[config.mk]
export PLATFORM = sky130hd
export DESIGN_NAME = tlb_search_arb
export DESIGN_NICKNAME = d
export VERILOG_FILES = /design/src/rtl/tlb_search_arb.sv
export SDC_FILE = /design/constraint.sdc
export NUM_CORES = 1
export LEC_CHECK = 0
export CAP_MARGIN = 20
export CORE_MARGIN = 3
export CORE_UTILIZATION = 36
export CTS_CLUSTER_DIAMETER = 50
export CTS_CLUSTER_SIZE = 25
export DETAILED_ROUTE_END_ITERATION = 8
export PLACE_DENSITY = 0.8
export SLEW_MARGIN = 10
export SYNTH_ARGS = -nofsm -noshare
export SYNTH_HDL_FRONTEND = slang
export SYNTH_SLANG_ARGS = --single-unit
[constraint.sdc]
create_clock -name clk -period 2.5 [get_ports clk]
set_input_delay 0.75 -clock clk [delete_from_list [all_inputs] [get_ports clk]]
set_output_delay 0.75 -clock clk [all_outputs]
set_load 0.02 [all_outputs]
[src/rtl/tlb_search_arb.sv]
// Shares the single TLB search port among fetch, data access and CP0 TLBP lookups.
// Build option: define TLB_ARB_RR_EN for round-robin between mem and if (cp0 stays highest).
module tlb_search_arb #(
  parameter  int TLBNUM = 16,
  localparam int IDXW   = $clog2(TLBNUM)
) (
  input  logic            clk,
  input  logic            resetn,
  input  logic            tlb_write,

  input  logic            if_req,
  input  logic [18:0]     if_vpn2,
  input  logic            if_odd_page,
  input  logic [7:0]      if_asid,
  input  logic            if_cancel,
  output logic            if_gnt,
  output logic            if_rvalid,
  output logic            if_found,
  output logic [IDXW-1:0] if_index,
  output logic [19:0]     if_pfn,
  output logic [2:0]      if_c,
  output logic            if_d,
  output logic            if_v,

  input  logic            mem_req,
  input  logic [18:0]     mem_vpn2,
  input  logic            mem_odd_page,
  input  logic [7:0]      mem_asid,
  output logic            mem_gnt,
  output logic            mem_rvalid,
  output logic            mem_found,
  output logic [IDXW-1:0] mem_index,
  output logic [19:0]     mem_pfn,
  output logic [2:0]      mem_c,
  output logic            mem_d,
  output logic            mem_v,

  input  logic            cp0_req,
  input  logic [18:0]     cp0_vpn2,
  input  logic [7:0]      cp0_asid,
  output logic            cp0_gnt,
  output logic            cp0_rvalid,
  output logic            cp0_found,
  output logic [IDXW-1:0] cp0_index,

  output logic [18:0]     s_vpn2,
  output logic            s_odd_page,
  output logic [7:0]      s_asid,
  input  logic            s_found,
  input  logic [IDXW-1:0] s_index,
  input  logic [19:0]     s_pfn,
  input  logic [2:0]      s_c,
  input  logic            s_d,
  input  logic            s_v
);

  logic if_vld_p1;
  logic elig_p0;

  // Stage p0: grant selection and search key mux (same cycle as the TLB lookup)
`ifdef TLB_ARB_RR_EN
  logic rr_last_mem;

  always_ff @(posedge clk or negedge resetn) begin
    if (!resetn)
      rr_last_mem <= 1'b0;
    else if (mem_gnt || if_gnt)
      rr_last_mem <= mem_gnt;
  end

  always_comb begin
    elig_p0 = ~tlb_write & ~cp0_req;
    cp0_gnt = cp0_req & ~tlb_write;
    mem_gnt = elig_p0 & mem_req & (~if_req | ~rr_last_mem);
    if_gnt  = elig_p0 & if_req  & (~mem_req | rr_last_mem);
  end
`else
  always_comb begin
    elig_p0 = ~tlb_write & ~cp0_req;
    cp0_gnt = cp0_req & ~tlb_write;
    mem_gnt = elig_p0 & mem_req;
    if_gnt  = elig_p0 & if_req & ~mem_req;
  end
`endif

  always_comb begin
    s_vpn2     = '0;
    s_odd_page = 1'b0;
    s_asid     = '0;
    if (cp0_gnt) begin
      s_vpn2 = cp0_vpn2;
      s_asid = cp0_asid;
    end else if (mem_gnt) begin
      s_vpn2     = mem_vpn2;
      s_odd_page = mem_odd_page;
      s_asid     = mem_asid;
    end else if (if_gnt) begin
      s_vpn2     = if_vpn2;
      s_odd_page = if_odd_page;
      s_asid     = if_asid;
    end
  end

  // Stage p1: per-requester result registers and response strobes
  always_ff @(posedge clk or negedge resetn) begin
    if (!resetn) begin
      if_vld_p1  <= 1'b0;
      mem_rvalid <= 1'b0;
      cp0_rvalid <= 1'b0;
      if_found   <= 1'b0;
      if_index   <= '0;
      if_pfn     <= '0;
      if_c       <= '0;
      if_d       <= 1'b0;
      if_v       <= 1'b0;
      mem_found  <= 1'b0;
      mem_index  <= '0;
      mem_pfn    <= '0;
      mem_c      <= '0;
      mem_d      <= 1'b0;
      mem_v      <= 1'b0;
      cp0_found  <= 1'b0;
      cp0_index  <= '0;
    end else begin
      if_vld_p1  <= if_gnt & ~if_cancel;
      mem_rvalid <= mem_gnt;
      cp0_rvalid <= cp0_gnt;
      if (if_gnt) begin
        if_found <= s_found;
        if_index <= s_index;
        if_pfn   <= s_pfn;
        if_c     <= s_c;
        if_d     <= s_d;
        if_v     <= s_v;
      end
      if (mem_gnt) begin
        mem_found <= s_found;
        mem_index <= s_index;
        mem_pfn   <= s_pfn;
        mem_c     <= s_c;
        mem_d     <= s_d;
        mem_v     <= s_v;
      end
      if (cp0_gnt) begin
        cp0_found <= s_found;
        cp0_index <= s_index;
      end
    end
  end

  // A flush arriving in the response cycle still kills the pulse
  assign if_rvalid = if_vld_p1 & ~if_cancel;

endmodule
# Word level (Yosys, flattened, before mapping)
# Index checks and enable logic that the tools add are counted.
dict set report word_totals {
  reg_bits 68
  input_bits 120
  out_inout_bits 99
  word_cells 37
}
dict set report classes {
  mux 9
  bitwise 11
}
# op n
set ops {}
lappend ops {{19-bit 2-to-1 mux} 3}
lappend ops {{8-bit 2-to-1 mux} 3}
lappend ops {{1-bit bitwise AND} 7}
lappend ops {{1-bit NOT} 4}
lappend ops {{1-bit 2-to-1 mux} 3}

# Longest topological paths before layout
dict set report depth {
  ltp_word 7
  ltp_mapped 4
}

# Worst setup path after synthesis
# OpenSTA, ideal clock, no wires.
dict set report synth_path {
  path_kind {input -> output}
  startpoint {in if_req}
  endpoint {out s_vpn2[10]}
  arrival_time_ns 1.856
  required_time_ns 1.750
  path_slack_ns -0.106
  path_stages 4
  path_buffers 2
  cell_sequence {buf_4 -> buf_1 -> nand3b_1 -> a221oi_1}
}
dict set report synth_via {
  elab_chain_cells 5
}
# element line_no
set synth_lines {}
lappend synth_lines {{start: declaration} 11} ;# input logic if_req,
lappend synth_lines {{1-bit bitwise AND (2 in a row)} 82} ;# if_gnt = elig_p0 & if_req & ~mem_req;
lappend synth_lines {{19-bit 2-to-1 mux} 97} ;# end else if (if_gnt) begin
lappend synth_lines {{19-bit 2-to-1 mux} 93} ;# end else if (mem_gnt) begin
lappend synth_lines {{19-bit 2-to-1 mux} 90} ;# if (cp0_gnt) begin
lappend synth_lines {{end: declaration} 46} ;# output logic [18:0] s_vpn2,
# No other way between the ends.

# Worst setup path in the final report
dict set report layout_path {
  startpoint {in cp0_vpn2[7]}
  endpoint {out s_vpn2[7]}
}
dict set report layout_via {
  elab_chain_cells 1
}
# element line_no
set layout_lines {}
lappend layout_lines {{start: declaration} 39} ;# input logic [18:0] cp0_vpn2,
lappend layout_lines {{19-bit 2-to-1 mux} 90}
# No other way between the ends.

==> qor.txt <==
Slew Viols, Final: 0
Distinct cells, synth: 18
Yosys top cell area share: 0.510
CTS max path bufs: 2
Max cap viols: 0
Via/cell ratio: 5.23
Std-Cell Rows: 34
Final GP Congestion: 0.914
Status: finished clean
Final instance area: 6190 µm²
P&R area growth vs syn: 85.4%
Crit path cell chain: clkdlybuf4s50_1, inv_1, a221oi_2, buf_4
Antenna violations before repair: 1
Yosys top cell by area: dfrtp_1
Worst skew pair latency: 0.33 ns
Ports: 219
Worst-path fanout max: 1
CTS Buf Count: 9
Most frequent cell after synthesis: dfrtp_1
Max Freq: 403 MHz
Number of synthesized flops with an enable pin: 0
# fillers: 651
Cell count after synthesis: 273
Mapped Area: 3340 µm²
CP endpoint kind: output port
Final wirelength: 12.4 mm
Post-placement cell area: 5790 µm²
Post-DP HPWL: 8.94 mm
Grt ovf: 0
Post-DRT Antenna Nets: 0
Top cells by area, synth: dfrtp_1, mux2_2, a221oi_1, nand3b_1, a21oi_1
DRC Markers: 0
CP peak stage delay: 0.45 ns
Final Cycle Share: 0.993
First-pass iteration count of the detailed router: 4
Clk_skew: 0 ns
Hold WS: 0.379 ns
Gr usage total: 0.228
Top post-synthesis cells by count: dfrtp_1, mux2_2, inv_1
Crit path time final: 2.48 ns
Iter 0 DRT Violations: 129
RSZ-0062 raised after global routing: yes
Initial core utilization: 0.377
Synth Warn #: 0
Mapped Nets: 393
Data arrival, critical path: 1.73 ns
Hold Violations, Final: 0
Seq/Total Area, Yosys: 0.510
Core area: 8850 µm²
Worst Tran Pin Value: 0.500 ns
Pin count of the biggest net entering global routing: 48
Die Span X: 102 µm
Total power draw: 3.77 mW
Critical path's slowest cell: clkdlybuf4s50_1
WL/cell: 20.0 µm
Final #Nets: 625
Worst Path Required: 1.75 ns
Vias in the first global route: 3357
H-tree depth: 3
Port Buffers: 218
Fraction of layout instances using a drive strength above 1: 0.352
Post-synth top flop: dfrtp_1
Worst vdd ir: 0.496 mV
Worst hold path type: primary input to asynchronous set/reset pin
Pwr dens: 609 nW/µm²
Die height: 102 µm
Sink Count: 68
Worst Setup Start Kind: primary input
Syn avg cell area: 12.2 µm²
Ys async rst share: 1.00
Die ar.: 10500 µm²
FF+latch count, synth: 68
Hold_buf cts: 0
Via count: 3226
Leak: 2.90 nW
Rel. slew slack: 0.667
Count of final setup violators: 0
First-pass GRT wire length: 18.0 mm
Root Driver: clkbuf_8
CTS tree: built
Setup Crit Path Kind: primary input to output port
Worst-path clk slew: 0.06 ns
[layer usage]
metal,part of all wire,track usage,vias up
li1,-,-,1449
met1,0.38,0.271,1563
met2,0.47,0.362,183
met3,0.12,0.0990,31
met4,0.031,0.0928,0
met5,0,0,-
[path summary, 6_finish.rpt]
| check | startpoint | to | slack [ns] | depth (start not counted) |
|---|---|---|---|---|
| worst max register to register | if_pfn[10] | if_pfn[10] | 1.71 | 1 |
| worst min register to register | if_pfn[8] | if_pfn[8] | 0.49 | 1 |
| min in group clk | if_pfn[8] | if_pfn[8] | 0.49 | 1 |
| worst min-delay path | resetn | mem_pfn[6] | 0.38 | 1 |
| worst max-delay path | cp0_vpn2[7] | s_vpn2[7] | 0.02 | 4 |
| max in group asynchronous | resetn | mem_pfn[2] | 1.50 | 2 |
[registers in the layout, indices dropped and copies added (netlist names), 3 cells and up]
| name | count |
|---|---|
| mem_pfn | 20 |
| cp0_index | 4 |
| if_c | 3 |
| if_index | 4 |
| mem_c | 3 |
| if_pfn | 20 |
| mem_index | 4 |
[power by group]
group | leakage [nW] | switching (mW) | internal, mW
clock network | 0.0983 | 0.372 | 0.503
logic | 1.99 | 0.679 | 0.791
registers | 0.814 | 0.112 | 1.31
total | 2.90 | 1.16 | 2.61
[metrics by stage]
step / setup WS, ns / utilization / std cells / setup TNS, ns
finish: 0.0183 / 0.700 / 617 / 0
global route: -0.0375 / 0.700 / 617 / -0.0390
CTS: 0.000310 / 0.675 / 612 / 0
detailed placement: -0.878 / 0.654 / 590 / -32.39
global placement: -0.869 / 0.654 / 590 / -31.68
floorplan: 0.0319 / - / 273 / 0
[critical path, delay by kind of cell]
| family | cells | cell delay (ns) |
|---|---|---|
| AOI/OAI and AO/OA | 1 | 0.29 |
| buffers and inverters | 3 | 0.69 |
[repair_timing]
item | 4_1_cts | 5_1_grt
gates resized for setup | 177 | 67
buffers inserted | 5 | 3
pin swaps | 14 | 30
gates cloned | 3 | 1
setup endpoints to repair | 32 | 25
[cell usage in the layout, fill, tap and decap left out]
| cell | count |
|---|---|
| clkdlybuf4s50_1 | 132 |
| dfrtp_1 | 68 |
| mux2_2 | 61 |
| buf_4 | 42 |
| dlymetal6s2s_1 | 32 |
| nand3b_1 | 27 |
| a221oi_2 | 27 |
| inv_1 | 25 |
| a21oi_1 | 18 |
| dlygate4sd2_1 | 18 |
| clkbuf_8 | 11 |
| a21oi_2 | 9 |
| buf_2 | 6 |
| buf_6 | 6 |
| mux2_1 | 4 |
| buf_12 | 4 |
| inv_2 | 3 |
| nor2b_1 | 2 |
| buf_16 | 2 |
| diode_2 | 1 |
| nand2b_1 | 1 |
| nor3b_4 | 1 |
| nor4b_4 | 1 |
| a22o_1 | 1 |
| bufinv_16 | 1 |
| clkinv_2 | 1 |
| clkbuf_1 | 1 |
| clkbuf_16 | 1 |
| clkbuf_4 | 1 |
| clkbuf_2 | 1 |
| clkdlybuf4s15_2 | 1 |
[layout make-up]
class / count / area (µm²) / area share
repair buffers: 246 / 2480 / 0.400
inverters: 28 / 105 / 0.0170
clock inverters: 2 / 35.0 / 0.00566
well taps: 108 / 135 / 0.0218
multi-input cells: 152 / 1580 / 0.255
flip-flops and latches: 68 / 1700 / 0.275
clock buffers: 12 / 155 / 0.0251
diodes: 1 / 2.50 / 0.000404
[cells by family after synthesis]
| group | synth area share |
|---|---|
| DFF | 0.510 |
| and+or+nand+nor | 0.0791 |
| muxes | 0.219 |
| AOI/OAI and AO/OA | 0.114 |
| buffers and inverters | 0.0780 |
Note: power is estimated with default switching activity, not from simulation.
